--- config.mk ---
export PLATFORM = sky130hd
export DESIGN_NAME = calc_alu_sequencer_flat
export DESIGN_NICKNAME = d
export VERILOG_FILES = /design/src/rtl/calc_alu_sequencer_if.sv /design/src/rtl/calc_alu_sequencer.sv /design/src/flat_wrapper.sv
export SDC_FILE = /design/constraint.sdc
export NUM_CORES = 1
export LEC_CHECK = 0
export BUFFER_PORTS_ARGS = -buffer_cell sky130_fd_sc_hd__buf_2
export CORE_UTILIZATION = 47
export CTS_CLUSTER_SIZE = 12
export DETAILED_ROUTE_END_ITERATION = 10
export GPL_TIMING_DRIVEN = 0
export PLACE_DENSITY_LB_ADDON = 0.2
export SLEW_MARGIN = 20
export SYNTH_ARGS = -nofsm -noshare
export SYNTH_HDL_FRONTEND = slang
export SYNTH_SLANG_ARGS = --single-unit
--- constraint.sdc ---
create_clock -name clk -period 2.15 [get_ports clk]
set_clock_uncertainty 0.05 [all_clocks]
set_input_delay 0.1075 -clock clk [delete_from_list [all_inputs] [get_ports clk]]
set_output_delay 0.1075 -clock clk [all_outputs]
set_load 0.005 [all_outputs]
--- src/rtl/calc_alu_sequencer_if.sv ---
// Bus bundle between the operand/opcode source, the sequencer, an external
// combinational ALU and the result consumer.
//
// Handshake semantics (both channels): a transfer happens on the rising clk
// edge where valid && ready are both high. The in channel is driven by the
// source (in_valid/in_data) and accepted by the sequencer (in_ready). The
// result channel is driven by the sequencer (res_valid/res_*) and accepted by
// the consumer (res_ready). The sender holds its payload stable until the
// transfer happens. in_ready is a pure function of the FSM state, and
// res_valid never drops without a handshake, abort or reset.
interface calc_alu_sequencer_if #(
    parameter int DATA_W = 8,
    parameter int SEL_W  = 4
);
    // Operand/opcode input channel
    logic [DATA_W-1:0] in_data;
    logic              in_valid;
    logic              in_ready;
    logic              abort;
    // ALU side
    logic [DATA_W-1:0] alu_a;
    logic [DATA_W-1:0] alu_b;
    logic [SEL_W-1:0]  alu_sel;
    logic [DATA_W-1:0] alu_out;
    logic [3:0]        alu_flag;
    // Result channel
    logic [DATA_W-1:0] res_data;
    logic [3:0]        res_flag;
    logic              res_err;
    logic              res_valid;
    logic              res_ready;
    logic [7:0]        op_cnt;
    // FSM state for observation: 0 GET_A, 1 GET_B, 2 GET_OP, 3 EXEC, 4 RESP
    logic [2:0]        dbg_state;

    // Sequencer side
    modport slave (
        input  in_data, in_valid, abort, alu_out, alu_flag, res_ready,
        output in_ready, alu_a, alu_b, alu_sel,
        output res_data, res_flag, res_err, res_valid, op_cnt, dbg_state
    );

    // Environment side (source, ALU, consumer)
    modport master (
        output in_data, in_valid, abort, alu_out, alu_flag, res_ready,
        input  in_ready, alu_a, alu_b, alu_sel,
        input  res_data, res_flag, res_err, res_valid, op_cnt, dbg_state
    );
endinterface

--- src/rtl/calc_alu_sequencer.sv ---
// Collects operand A, operand B and an opcode beat, presents them to an
// external combinational ALU, registers the ALU result one cycle later and
// holds it until the consumer takes it. abort cancels the current operation
// at any point; op_cnt counts retired results.
module calc_alu_sequencer #(
    parameter int DATA_W = 8,
    parameter int SEL_W  = 4
) (
    input  logic               clk,
    input  logic               rst,
    calc_alu_sequencer_if.slave bus
);

    typedef enum logic [2:0] {
        S_GET_A  = 3'd0,
        S_GET_B  = 3'd1,
        S_GET_OP = 3'd2,
        S_EXEC   = 3'd3,
        S_RESP   = 3'd4
    } state_t;

    state_t            r_state;
    state_t            w_next_state;

    logic [DATA_W-1:0] r_a;
    logic [DATA_W-1:0] r_b;
    logic [SEL_W-1:0]  r_sel;
    logic [DATA_W-1:0] r_res_data;
    logic [3:0]        r_res_flag;
    logic              r_res_err;
    logic [7:0]        r_op_cnt;

    logic              w_in_ready;
    logic              w_res_valid;
    logic              w_beat;
    logic              w_retire;

    // A beat is taken only when the sequencer is listening; abort suppresses
    // both beat loads and result retirement.
    assign w_beat   = bus.in_valid && w_in_ready && !bus.abort;
    assign w_retire = w_res_valid && bus.res_ready && !bus.abort;

    // State register
    always_ff @(posedge clk or posedge rst) begin
        if (rst) begin
            r_state <= S_GET_A;
        end else begin
            r_state <= w_next_state;
        end
    end

    // Next-state logic; abort overrides every other transition
    always_comb begin
        w_next_state = r_state;
        if (bus.abort) begin
            w_next_state = S_GET_A;
        end else begin
            case (r_state)
                S_GET_A:  if (w_beat) w_next_state = S_GET_B;
                S_GET_B:  if (w_beat) w_next_state = S_GET_OP;
                S_GET_OP: if (w_beat) w_next_state = S_EXEC;
                S_EXEC:   w_next_state = S_RESP;
                S_RESP:   if (bus.res_ready) w_next_state = S_GET_A;
                default:  w_next_state = S_GET_A;
            endcase
        end
    end

    // State-decoded outputs
    always_comb begin
        w_in_ready  = 1'b0;
        w_res_valid = 1'b0;
        case (r_state)
            S_GET_A, S_GET_B, S_GET_OP: w_in_ready  = 1'b1;
            S_RESP:                     w_res_valid = 1'b1;
            default: begin
                w_in_ready  = 1'b0;
                w_res_valid = 1'b0;
            end
        endcase
    end

    // Operand/opcode capture and result registration; operands survive abort
    always_ff @(posedge clk or posedge rst) begin
        if (rst) begin
            r_a        <= '0;
            r_b        <= '0;
            r_sel      <= '0;
            r_res_data <= '0;
            r_res_flag <= '0;
            r_res_err  <= 1'b0;
        end else if (!bus.abort) begin
            case (r_state)
                S_GET_A:  if (w_beat) r_a   <= bus.in_data;
                S_GET_B:  if (w_beat) r_b   <= bus.in_data;
                S_GET_OP: if (w_beat) r_sel <= bus.in_data[SEL_W-1:0];
                S_EXEC: begin
                    r_res_data <= bus.alu_out;
                    r_res_flag <= bus.alu_flag;
                    r_res_err  <= (r_sel > SEL_W'(11));
                end
                default: ;
            endcase
        end
    end

    // Retired-result counter, wraps modulo 256
    always_ff @(posedge clk or posedge rst) begin
        if (rst) begin
            r_op_cnt <= 8'd0;
        end else if (w_retire) begin
            r_op_cnt <= r_op_cnt + 8'd1;
        end
    end

    assign bus.in_ready  = w_in_ready;
    assign bus.res_valid = w_res_valid;
    assign bus.alu_a     = r_a;
    assign bus.alu_b     = r_b;
    assign bus.alu_sel   = r_sel;
    assign bus.res_data  = r_res_data;
    assign bus.res_flag  = r_res_flag;
    assign bus.res_err   = r_res_err;
    assign bus.op_cnt    = r_op_cnt;
    assign bus.dbg_state = r_state;

endmodule

--- src/flat_wrapper.sv ---
// flat-port wrapper written by rule: the top's interface ports become plain ports
module calc_alu_sequencer_flat 
#(
    parameter int DATA_W = 8,
    parameter int SEL_W  = 4
)
  (clk, rst, bus_in_data, bus_in_valid, bus_abort, bus_alu_out, bus_alu_flag, bus_res_ready, bus_in_ready, bus_alu_a, bus_alu_b, bus_alu_sel, bus_res_data, bus_res_flag, bus_res_err, bus_res_valid, bus_op_cnt, bus_dbg_state);
  calc_alu_sequencer_if #(.DATA_W(DATA_W), .SEL_W(SEL_W)) bus_i ();
  input  logic clk;
  input  logic rst;
  input wire logic [$bits(bus_i.in_data)-1:0] bus_in_data;
  input wire logic [$bits(bus_i.in_valid)-1:0] bus_in_valid;
  input wire logic [$bits(bus_i.abort)-1:0] bus_abort;
  input wire logic [$bits(bus_i.alu_out)-1:0] bus_alu_out;
  input wire logic [$bits(bus_i.alu_flag)-1:0] bus_alu_flag;
  input wire logic [$bits(bus_i.res_ready)-1:0] bus_res_ready;
  output wire logic [$bits(bus_i.in_ready)-1:0] bus_in_ready;
  output wire logic [$bits(bus_i.alu_a)-1:0] bus_alu_a;
  output wire logic [$bits(bus_i.alu_b)-1:0] bus_alu_b;
  output wire logic [$bits(bus_i.alu_sel)-1:0] bus_alu_sel;
  output wire logic [$bits(bus_i.res_data)-1:0] bus_res_data;
  output wire logic [$bits(bus_i.res_flag)-1:0] bus_res_flag;
  output wire logic [$bits(bus_i.res_err)-1:0] bus_res_err;
  output wire logic [$bits(bus_i.res_valid)-1:0] bus_res_valid;
  output wire logic [$bits(bus_i.op_cnt)-1:0] bus_op_cnt;
  output wire logic [$bits(bus_i.dbg_state)-1:0] bus_dbg_state;
  assign bus_i.in_data = bus_in_data;
  assign bus_i.in_valid = bus_in_valid;
  assign bus_i.abort = bus_abort;
  assign bus_i.alu_out = bus_alu_out;
  assign bus_i.alu_flag = bus_alu_flag;
  assign bus_i.res_ready = bus_res_ready;
  assign bus_in_ready = bus_i.in_ready;
  assign bus_alu_a = bus_i.alu_a;
  assign bus_alu_b = bus_i.alu_b;
  assign bus_alu_sel = bus_i.alu_sel;
  assign bus_res_data = bus_i.res_data;
  assign bus_res_flag = bus_i.res_flag;
  assign bus_res_err = bus_i.res_err;
  assign bus_res_valid = bus_i.res_valid;
  assign bus_op_cnt = bus_i.op_cnt;
  assign bus_dbg_state = bus_i.dbg_state;
  calc_alu_sequencer #(.DATA_W(DATA_W), .SEL_W(SEL_W)) u_core (.clk(clk), .rst(rst), .bus(bus_i));
endmodule
# Yosys cells after proc, flatten, opt, wreduce, memory -nomap -nowiden
# Cells that the tools add are included.
[classes]
addsub = 1
multipliers = 0
div_mod_pow = 0
order_cmp = 1
eq_ne = 8
n_shift = 0
muxes = 8
bitwise = 1
n_reduce_logical = 12
[op_table]
columns = ["op", "count"]
rows = [
  ["$mux 3", 5],
  ["$pmux 3 s5", 1],
  ["$ne 3x2->1 const B", 3],
  ["$reduce_and 3->1", 3],
  ["$add 8x1->8 const B", 1],
  ["$eq 3x2->1 const B", 2],
  ["$gt 4x4->1 const B", 1],
  ["$logic_and 1x1->1", 4],
  ["$reduce_and 4->1", 1],
  ["$eq 3x1->1 const B", 1],
  ["$eq 3x3->1 const B", 1],
  ["$logic_not 3->1", 1],
  ["$ne 3x3->1 const B", 1],
  ["$reduce_or 3->1", 1],
  ["$mux 1", 2],
  ["$reduce_and 2->1", 1],
  ["$logic_not 1->1", 1],
  ["$not 1->1", 1],
]
[word_totals]
register_bits = 44
latch_bits = 0
mem_bits_rw = 0
romBits = 0
memories = 0

# Depth between registers and ports, before layout
[depth]
ltp_word = 8
ltp_mapped = 5
depth_no_buf = 4

# Least setup slack after synthesis
# Ideal clock, no wire load.
[synth_timing]
path_kind = "reg-to-reg"
startpoint = "register u_core.r_state[0], in the netlist u_core.bus.dbg_state[0]"
endpoint = "register u_core.r_op_cnt[1], in the netlist u_core.bus.op_cnt[1]"
t_arrival_ps = 1322
setup_slack_ps = 651
path_stages_with_launch = 4
n_path_buf = 0
period_less_slack_ps = 1499
path_cell_list = "dfrtp_1 -> nor4b_2 -> nand2_1 -> mux2_1"
[synth_between]
elab_chain_len = 4
[synth_lines]
columns = ["element", "line", "source"]
rows = [
  ["start: declaration", "calc_alu_sequencer.sv:22", "state_t r_state;"],
  ["start signal: assignment", "calc_alu_sequencer.sv:48", "r_state <= w_next_state;"],
  ["$eq 3x3->1", "calc_alu_sequencer.sv:73", "case (r_state)"],
  ["$mux 1", "calc_alu_sequencer.sv:73", ""],
  ["$logic_and 1x1->1 (2 in a row)", "calc_alu_sequencer.sv:41", "assign w_retire = w_res_valid && bus.res_ready && !bus.abort;"],
  ["end signal: assignment", "calc_alu_sequencer.sv:112", "r_op_cnt <= r_op_cnt + 8'd1;"],
  ["end: declaration", "calc_alu_sequencer.sv:31", "logic [7:0] r_op_cnt;"],
]
# No other way between the ends.
# A chain may end at the register's enable or synchronous reset.

# Worst setup path in the final report
[layout_timing]
startpoint = "register u_core.r_state[2], in the netlist u_core.bus.dbg_state[2]"
endpoint = "register u_core.r_a[6], in the netlist u_core.bus.alu_a[6]"
[layout_between]
elab_chain_len = 6
word_cells_on_any_way = 8
[layout_lines]
columns = ["element", "line", "source"]
rows = [
  ["$eq 3x1->1, or another cell as far along", "calc_alu_sequencer.sv:73", ""],
  ["$reduce_or 3->1", "calc_alu_sequencer.sv:73", ""],
  ["$mux 1", "calc_alu_sequencer.sv:73", ""],
  ["$logic_and 1x1->1 (2 in a row)", "calc_alu_sequencer.sv:40", "assign w_beat = bus.in_valid && w_in_ready && !bus.abort;"],
  ["$reduce_and 3->1 (no source line) *", "-", ""],
  ["end signal: assignment", "calc_alu_sequencer.sv:94", "S_GET_A: if (w_beat) r_a <= bus.in_data;"],
  ["end: declaration", "calc_alu_sequencer.sv:25", "logic [DATA_W-1:0] r_a;"],
]
# Mark *: on every way between the ends. The rest lies on a longest branch, timed or not.

==> impl_results.md <==
- GRT Overall Usage: 19.2%
- Initial antenna violation count: 0
- Root Driver: clkbuf_8
- Crit Path Max Fanout: 9
- Psw: 0.520 mW
- Starting Density: 51.3%
- Synth top area cells: dfrtp_1 (62%), mux2_2 (15%), mux2_1 (6.3%)
- Rows: 21
- DIE AREA: 0.00403 mm2
- Worst EP required: 2.28 ns
- # Max-Cap Violations: 0
- Worst hold endpoint: u_core.bus.alu_b[0]
- Worst Hold Class: input pin to register
- Relative slew slack: 70.1%
- CTS tree: yes
- Clock latency on the worst-skew pair: 0.29 ns
- Final RePlAce weighted congestion: 0.707
- Combinational share of power: 21.7%
- Final Hold Viols: 0
- Total wire length: 3390 um
- Setup slack, reg-to-reg: 0.50 ns
- Seq. cell area: 0.00110 mm2
- Worst Tran Pin Value: 0.447 ns
- I/O pin count: 71
- Drt first pass iters: 4
- Setup crit end kind: register
- Unique cell type count in the Yosys netlist: 28
- Mapped Area: 0.00178 mm2
- Reg clk slew, reported paths: 0.08 ns
- Post-Syn Instances: 122
- Sequential cell area fraction in the yosys report: 61.9%
- Vias: 1,299
- DP Wirelength: 2470 um
- Area Overhead vs Synth: 38.0%
- R2R depth: 3
- Final Slew Violations: 0
- #FFs+latches synth: 44
- WL/cell: 12.9 um
- Pre-CTS setup slack: 0.487 ns
- Hold Crit Depth: 2
- Remaining design rule violation count: 0
- Net count reported at finish: 241
- Yosys warning count: 0
- Worst-case clock buffer depth: 2
- Antenna-violating nets left: 0
- Remaining Overflow, GRT: 0
- Total Neg Setup Slack: 0 ns
- Antenna Cells: 0
- Top cell type's share of synthesized area: 61.9%
- Fraction of layout cells with a size suffix above 1: 50.0%
- Setup crit start kind: register
- Design Area, Final: 0.00245 mm2
- Port bufs: 69
- WP data arrival: 1.77 ns
- Status: finished clean
- Area post-placement: 0.00220 mm2
- CTS sink cnt: 44
- Fin cells: 262
- FF-to-FF End: u_core.bus.alu_a[6]
- Pint: 1.53 mW
- Die X: 63.5 um
- Clock power share: 25.1%
- Min Clock Period, post-route: 1.65 ns
- Leakage: 1.28 nW
- Cell taking the most area after synthesis: dfrtp_1
- Period utilization: 76.5%
- Sequential power share: 53.2%
- Initial DRC Count: 45
- Dpl cells: 238
- Commonest non-fill, non-tap cells in the layout: buf_2 (70), dfrtp_1 (44), mux2_2 (23)
- Multi-input gate area: 649 um2
- Number of fill cells: 260
- Syn_nets: 148
- Post-DR vias/cell: 4.96
- Num CTS Buffers: 5
- Core area: 0.00347 mm2
- Post_cts resized: 0
- Number of global-route vias before repair: 1,289
- Worst IR Drop VDD: 0.000633 V
- Crit Path Category: register to register
- Setup ws final: 0.505 ns
- Hold Path Origin: bus_in_data[0]
- # H-tree levels: 2
- Finish-stage setup viols: 0
- Largest net degree at the start of global routing: 32
- RR Startpoint: u_core.bus.dbg_state[2]
- Postcts setup bufs: 0
- Avg Inst Size Synth: 14.6 um2
- Die Y: 63.5 um
- RSZ-0062 raised after global routing: false
- P per Cell Area: 835 mW/mm2
- First-pass GRT wire length: 5880 um
- Switching part of the total: 25.4%
- Max Fclk: 608 MHz
- Commonest non-fill, non-tap cell in the layout: buf_2
## cell families after synthesis
group / after synthesis / synth area share [%]
flip-flops: 44 / 61.9
multiplexers: 34 / 21.5
AND/OR/NAND/NOR: 26 / 9.64
XOR/XNOR: 7 / 3.45
buffers and inverters: 6 / 1.55
AO/OA/AOI/OAI: 4 / 1.27
adder cells (fa/ha/maj): 1 / 0.704
## timing repair
action,4_1_cts,5_1_grt
setup endpoints to repair,0,0
endpoints found under the hold margin,28,0
hold buffers,16,0
## cell type report
cell class | instances | share of cell area [%]
Tap cell | 46 | 2.35
Sequential cell | 44 | 44.9
Clock buffer | 6 | 3.37
Clock inverter | 2 | 0.408
Multi-Input combinational cell | 72 | 26.5
Inverter | 3 | 0.459
Timing Repair Buffer | 86 | 21.4
Buffer | 3 | 0.663
## metrics by stage
step	hold slack [ns]	total power, mW	util [%]
final	0.00911	2.05	70.7
after global routing	0.00221	2.18	70.7
after CTS	0.00196	2.08	70.7
after detailed placement	0.0244	1.54	63.5
after global placement	0.273	1.51	62.9
after floorplan	0.128	1.29	-
## synthesized netlist by cell type
cell type  instances
a21oi_1            2
and2_1             1
and3_1             2
and4_1             1
and4bb_1           1
buf_2              1
buf_4              1
clkbuf_1           1
dfrtp_1           44
ha_1               1
inv_1              3
mux2_1            10
mux2_2            23
mux2i_1            1
nand2_1            3
nand3_1            5
nand3_2            1
nand4_1            2
nor2_1             3
nor2b_1            2
nor3_1             2
nor3_2             1
nor4b_2            1
o21ai_0            1
o21bai_1           1
or4b_4             1
xnor2_1            5
xor2_1             2
## registers in the layout, indices dropped and copies added (netlist names)
signal                flops
u_core.bus.res_flag       4
u_core.bus.op_cnt         8
u_core.bus.alu_sel        4
u_core.bus.dbg_state      3
u_core.bus.alu_b          8
u_core.bus.res_err        1
u_core.bus.alu_a          8
u_core.bus.res_data       8
## worst max path at each step
| stage | slack [ns] | startpoint | to | cells past startpoint |
|---|---|---|---|---|
| after global routing | 0.34 | u_core.bus.dbg_state[0] | u_core.bus.op_cnt[1] | 3 |
| after CTS | 0.48 | u_core.bus.dbg_state[2] | u_core.bus.alu_a[6] | 3 |
| after global placement | 0.50 | rst | u_core.bus.res_data[0] | 2 |
| after floorplan | 0.65 | u_core.bus.dbg_state[0] | u_core.bus.op_cnt[1] | 3 |
| final | 0.50 | u_core.bus.dbg_state[2] | u_core.bus.alu_a[6] | 3 |
| after detailed placement | 0.49 | u_core.bus.dbg_state[2] | u_core.bus.alu_a[1] | 3 |
## critical path: stages (launching register included)
cell	delay [ns]
dfrtp_1	0.47
nor2_1	0.25
nand3_1	0.37
mux2_2	0.40
## routing by layer
| layer | GRT usage, % | up-vias | share of wire [%] |
|---|---|---|---|
| li1 | - | 616 | - |
| met4 | 8.52 | 0 | 1.5 |
| met3 | 5.07 | 4 | 5.5 |
| met1 | 23.1 | 636 | 44 |
| met2 | 32.2 | 43 | 49 |
| met5 | 0 | - | 0 |
## power by group through the flow
stage	registers, mW	clock network [mW]	logic [mW]
after floorplan	1.12	0	0.175
after global placement	1.09	0	0.417
after detailed placement	1.10	0	0.432
after CTS	1.09	0.537	0.455
after global routing	1.12	0.574	0.489
final	1.09	0.515	0.444
(Power assumes the default switching activity.)
